**src/rtl/sync_fifo_flags.sv**
```systemverilog
// sync_fifo_flags: single-clock FIFO with occupancy count, programmable
// almost-full/almost-empty thresholds, sticky overflow/underflow flags and
// a selectable read mode (registered read or first-word-fall-through).
// Producer and consumer share clk; there is no clock-domain crossing here.
//
// Handshake: the producer offers a word with wr; it is taken at the rising
// edge only when the FIFO is not full (wr_acc). The consumer requests with
// rd; it is honoured at the rising edge only when the FIFO is not empty
// (rd_acc). Both decisions use the state from before that edge, so a write
// into an empty FIFO and a read from a full FIFO in the same cycle each see
// the old state: at empty only the write goes through, at full only the read.
// A refused request is dropped, not held, and raises the matching sticky
// error flag.
module sync_fifo_flags #(
  parameter int addr_size  = 3,
  parameter int word_width = 8,
  parameter int af_thr     = 6,
  parameter int ae_thr     = 1,
  parameter int fwft       = 0
) (
  input  logic                  clk,
  input  logic                  reset_n,
  input  logic                  wr,
  input  logic [word_width-1:0] data_in,
  input  logic                  rd,
  input  logic                  err_clr,
  output logic [word_width-1:0] data_out,
  output logic                  full,
  output logic                  empty,
  output logic                  almost_full,
  output logic                  almost_empty,
  output logic [addr_size:0]    count,
  output logic                  overflow,
  output logic                  underflow
);

  localparam int DEPTH = 2 ** addr_size;

  // Thresholds and depth resized to the count width so every flag compare
  // is between equal-width unsigned values.
  localparam logic [addr_size:0] DEPTH_C = (addr_size + 1)'(DEPTH);
  localparam logic [addr_size:0] AF_C    = (addr_size + 1)'(af_thr);
  localparam logic [addr_size:0] AE_C    = (addr_size + 1)'(ae_thr);

  // Illegal thresholds would give flags that can never (or always) assert;
  // stop elaboration instead of building a misleading FIFO.
  if (af_thr < 1 || af_thr > DEPTH) begin : g_bad_af_thr
    $error("sync_fifo_flags: af_thr must lie in 1..DEPTH");
  end
  if (ae_thr < 0 || ae_thr > DEPTH - 1) begin : g_bad_ae_thr
    $error("sync_fifo_flags: ae_thr must lie in 0..DEPTH-1");
  end
  if (fwft != 0 && fwft != 1) begin : g_bad_fwft
    $error("sync_fifo_flags: fwft must be 0 or 1");
  end

  // Storage; deliberately not reset, only the pointers define what is valid.
  logic [word_width-1:0] mem_q [DEPTH];

  // Pointers carry one extra wrap bit above the memory index.
  logic [addr_size:0] wr_ptr_q, wr_ptr_d;
  logic [addr_size:0] rd_ptr_q, rd_ptr_d;
  logic [addr_size:0] count_q,  count_d;

  logic full_q,  full_d;
  logic empty_q, empty_d;
  logic af_q,    af_d;
  logic ae_q,    ae_d;
  logic ovf_q,   ovf_d;
  logic udf_q,   udf_d;

  logic wr_acc;
  logic rd_acc;

  logic [addr_size-1:0]  wr_idx;
  logic [addr_size-1:0]  rd_idx;
  logic [word_width-1:0] rd_word;

  assign wr_acc  = wr & ~full_q;
  assign rd_acc  = rd & ~empty_q;
  assign wr_idx  = wr_ptr_q[addr_size-1:0];
  assign rd_idx  = rd_ptr_q[addr_size-1:0];
  assign rd_word = mem_q[rd_idx];

  // Next-state for pointers, occupancy, status flags and sticky errors.
  // Flags are computed from the next count so they change on the same edge
  // as the count itself.
  always_comb begin
    wr_ptr_d = wr_ptr_q;
    rd_ptr_d = rd_ptr_q;
    count_d  = count_q;
    ovf_d    = ovf_q;
    udf_d    = udf_q;

    if (wr_acc) begin
      wr_ptr_d = wr_ptr_q + 1'b1;
    end
    if (rd_acc) begin
      rd_ptr_d = rd_ptr_q + 1'b1;
    end

    count_d = count_q + (addr_size + 1)'(wr_acc) - (addr_size + 1)'(rd_acc);

    full_d  = (count_d == DEPTH_C);
    empty_d = (count_d == '0);
    af_d    = (count_d >= AF_C);
    ae_d    = (count_d <= AE_C);

    // A clear in the same cycle as a fresh error wins.
    if (err_clr) begin
      ovf_d = 1'b0;
      udf_d = 1'b0;
    end else begin
      if (wr && full_q) begin
        ovf_d = 1'b1;
      end
      if (rd && empty_q) begin
        udf_d = 1'b1;
      end
    end
  end

  // Control and status registers with synchronous active-low reset.
  always_ff @(posedge clk) begin
    if (!reset_n) begin
      wr_ptr_q <= '0;
      rd_ptr_q <= '0;
      count_q  <= '0;
      full_q   <= 1'b0;
      empty_q  <= 1'b1;
      af_q     <= 1'b0;
      ae_q     <= 1'b1;
      ovf_q    <= 1'b0;
      udf_q    <= 1'b0;
    end else begin
      wr_ptr_q <= wr_ptr_d;
      rd_ptr_q <= rd_ptr_d;
      count_q  <= count_d;
      full_q   <= full_d;
      empty_q  <= empty_d;
      af_q     <= af_d;
      ae_q     <= ae_d;
      ovf_q    <= ovf_d;
      udf_q    <= udf_d;
    end
  end

  // Memory write; a reset edge suppresses any write offered with it.
  always_ff @(posedge clk) begin
    if (reset_n && wr_acc) begin
      mem_q[wr_idx] <= data_in;
    end
  end

  if (fwft == 0) begin : g_std_read
    logic [word_width-1:0] dout_q;

    // Registered read: the head word is captured on an accepted read and
    // held otherwise, including across refused reads.
    always_ff @(posedge clk) begin
      if (!reset_n) begin
        dout_q <= '0;
      end else if (rd_acc) begin
        dout_q <= rd_word;
      end
    end

    assign data_out = dout_q;
  end else begin : g_fwft_read
    // Fall-through read: the head word is visible while the FIFO holds data
    // and forced to zero when empty, so stale memory never shows.
    assign data_out = empty_q ? '0 : rd_word;
  end

  assign full         = full_q;
  assign empty        = empty_q;
  assign almost_full  = af_q;
  assign almost_empty = ae_q;
  assign count        = count_q;
  assign overflow     = ovf_q;
  assign underflow    = udf_q;

endmodule

```
**config.mk**
```make
export PLATFORM = sky130hd
export DESIGN_NAME = sync_fifo_flags
export DESIGN_NICKNAME = d
export VERILOG_FILES = /design/src/rtl/sync_fifo_flags.sv
export SDC_FILE = /design/constraint.sdc
export NUM_CORES = 1
export LEC_CHECK = 0
export ABC_AREA = 1
export BUFFER_PORTS_ARGS = -buffer_cell sky130_fd_sc_hd__buf_2
export CORE_MARGIN = 1.5
export CORE_UTILIZATION = 38
export CTS_CLUSTER_SIZE = 10
export DETAILED_ROUTE_END_ITERATION = 8
export PLACE_DENSITY_LB_ADDON = 0.2
export SETUP_SLACK_MARGIN = 0.2
export SKIP_CTS_REPAIR_TIMING = 1
export SLEW_MARGIN = 20
export SYNTH_ARGS = -nofsm -noshare
export SYNTH_HDL_FRONTEND = slang
export SYNTH_SLANG_ARGS = --single-unit
```
**constraint.sdc**
```tcl
create_clock -name clk -period 2.9 [get_ports clk]
set_clock_uncertainty 0.05 [all_clocks]
set_input_delay 0.87 -clock clk [delete_from_list [all_inputs] [get_ports clk]]
set_output_delay 0.87 -clock clk [all_outputs]
set_load 0.005 [all_outputs]
```
==> metrics.yaml <==
synth:
  synthTopCellsByArea: "edfxtp_1 50%, dfxtp_1 13%, nand2_1 8.6%, inv_1 7.9%, nand3_1 7.2%"
  ys_ff_latch: 88
  netlist_area_um2: 3830
  synth_common_cells: "88 x nand2_1, 81 x inv_1, 64 x edfxtp_1, 55 x nand3_1, 24 x dfxtp_1"
  synth_nets: 411
  syn_inst: 391
  ys_types: 23
  synth_warnings: 0
  yosysMostFrequentCell: "nand2_1"
  ys_seq_area_share_pct: 62.7
  synth-async-reset-ratio_pct: 0
  synth.top_cell.area_share_pct: 50.1
  synth_top_area_cell: "edfxtp_1"
  postSynthAreaPerCell_um2: 9.80
  synth_ff_type: "edfxtp_1"
  synth_enable_flop_cells: 64
grt:
  grt_pass1_wl_um: 11800
  grt_usage_pct: 15.5
  antenna_found_initial: 0
  grt_max_degree: 35
  met3_usage_pct: 2.82
  grt_pass1_vias: 2407
  met2_usage_pct: 27.3
  grt_overflow: 0
  met1_usage_pct: 18.7
  busiest_layer: "met2"
clock_network:
  ctsHtreeMaxLevel: 3
  cts_tree: "done"
  clkSlewWorstSetupHoldPaths_ps: 90
  cts.path.max_buffers: 2
  cts_buffers: 9
  clk_latency_ps: 350
  cts_sinks: 88
  root_buffer: "clkbuf_8"
timing:
  rsz0062_at_grt: "no"
  tightestPinTransition_ps: 645
  max_freq_mhz: 408
  setup_viol: 0
  max-slew-margin-rel_pct: 56.9
  period_needed_ps: 2450
  hold_slack_ps: 439
  hold_viol_final: 0
  tns_ps: 0
  slew_violations: 0
  min_period_over_period_pct: 84.6
floorplan:
  ios: 31
  core_um2: 9770
  design.die.area_um2: 10700
  start_util_pct: 39.2
  die_h_um: 103
  dieWidth_um: 103
  rows: 36
placed_design:
  hpwl_um: 5020
  portBuffers: 30
  gp_congestion: 0.784
critical_path:
  worstPathRequired_ps: 3130
  start_kind: "input port"
  rrSetupSlack_ps: 740
  reg2regPathDepth: 10
  crit_top_cell: "inv_1"
  critPathCaptureType: "register"
  r2r_start: "full"
  cp_max_fo: 5
  crit_arrival_ps: 2690
  worstPathCellList: "buf_2 -> inv_1 -> nor2_1 -> inv_1 -> ha_1 -> inv_1 -> ha_1 -> inv_1 -> fa_1 -> xor2_1 -> nand2_1 -> o21ai_0"
  crit_type: "in -> reg"
  crit_path_max_incr_delay_ps: 370
  r2r-end: "almost_empty"
  crit_path_top_delay_cell: "fa_1"
route:
  drtAntennaViolNets: 0
  vias: 2627
  drt_iter0_markers: 119
  dr.pass1.iters: 4
  avgRoutedWirePerCell_um: 13.4
  avgViaCountPerCell: 4.60
  wl_um: 7620
  route.detailed.drc: 0
power_and_ir_drop:
  power_density_nw_per_um2: 737
  ir_worst_vdd_v: 0.000251
  cellLeakagePower_uw: 0.00196
worst_hold_path:
  holdPathStages: 2
  hp-class: "reg -> reg"
  min_from: "underflow"
  min_to: "underflow"
cells_and_area:
  nNetsFinal: 453
  fill_cells: 965
  area_growth_pct: 13.3
  drive_gt1_share_pct: 16.2
  n_antenna_cell: 0
status:
  status: "completed"
flow_run:
  drv_cap: 0
==> routing by layer <==
layer,vias to the layer above,routed length (um)
met2,67,3780
li1,1329,-
met3,10,411
met4,0,129
met5,-,0
met1,1221,3300
==> critical path, delay by kind of cell <==
family	cells	cell delay, ps
adders and majority gates	3	810
buffers and inverters	5	300
xor gates and xnor gates	1	360
and+or+nand+nor	2	200
AOI/OAI and AO/OA	1	150
==> cell families (layout without fill, tap and decap cells) <==
group	after synthesis	count (layout)	synth area share [%]
adder cells (fa/ha/maj)	7	7	2.48
AO/OA/AOI/OAI	31	31	4.86
AND/OR/NAND/NOR	163	163	18.0
XOR/XNOR	3	3	0.686
buffers and inverters	99	146	11.3
flip-flops	88	88	62.7
==> cells in the final DEF (no fill, tap or decap) <==
| master | count |
|---|---|
| clkbuf_2 | 1 |
| nand3_1 | 55 |
| o21ai_0 | 13 |
| o21ai_1 | 1 |
| fa_1 | 1 |
| clkbuf_16 | 1 |
| edfxtp_1 | 64 |
| nor3_1 | 5 |
| nor2_1 | 14 |
| ha_1 | 6 |
| buf_4 | 16 |
| inv_1 | 81 |
| xor2_1 | 2 |
| clkinv_1 | 1 |
| o22ai_1 | 1 |
| clkinv_2 | 1 |
| dfxtp_1 | 24 |
| buf_2 | 30 |
| a21oi_2 | 8 |
| a21oi_1 | 8 |
| clkbuf_1 | 2 |
| inv_4 | 3 |
| nand2_1 | 88 |
| or2_2 | 1 |
| clkbuf_8 | 10 |
| xnor2_1 | 1 |
==> where the power goes <==
group | leakage, uW | internal [uW] | switching [uW]
clock | 0.0000991 | 391 | 409
combinational | 0.00108 | 314 | 524
sequential | 0.000776 | 1470 | 91.1
total | 0.00196 | 2180 | 1020
==> worst max-delay path by stage <==
stage / start / to / slack, ps / depth (start not counted)
2_1_floorplan: rd / almost_empty / 260 / 11
3_3_place_gp: wr / almost_empty / 120 / 12
3_5_place_dp: wr / almost_empty / 70 / 12
4_1_cts: wr / almost_empty / 450 / 12
5_1_grt: wr / almost_empty / 240 / 12
6_report: wr / almost_empty / 450 / 12
==> flip-flops by register name, summed over array words and instances (netlist names) <==
| register | cells |
|---|---|
| wr_ptr_q | 3 |
| empty | 1 |
| underflow | 1 |
| data_out | 8 |
| full | 1 |
| almost_full | 1 |
| overflow | 1 |
| rd_ptr_q | 3 |
| almost_empty | 1 |
| mem_q | 64 |
| count | 4 |
==> per-stage QoR <==
stage	cells	instance area (um^2)	utilization (%)	power, uW	setup slack, ps
finish	571	4340	44.4	3200	447
global route	571	4340	44.4	3430	236
CTS	571	4340	44.4	3230	445
detailed placement	555	4160	42.5	2440	72.5
global placement	555	4160	42.5	2420	124
floorplan	391	3830	-	2190	264
==> area by class of cell <==
class | instances | area (um^2) | area share, %
clock buffer | 14 | 175 | 4.03
tap | 133 | 166 | 3.83
multi-input combinational | 204 | 997 | 23.0
timing repair buffer | 46 | 270 | 6.22
inverter | 84 | 320 | 7.38
clock inverter | 2 | 11.3 | 0.259
sequential | 88 | 2400 | 55.3
No activity file was read; power rests on OpenSTA's default activity.
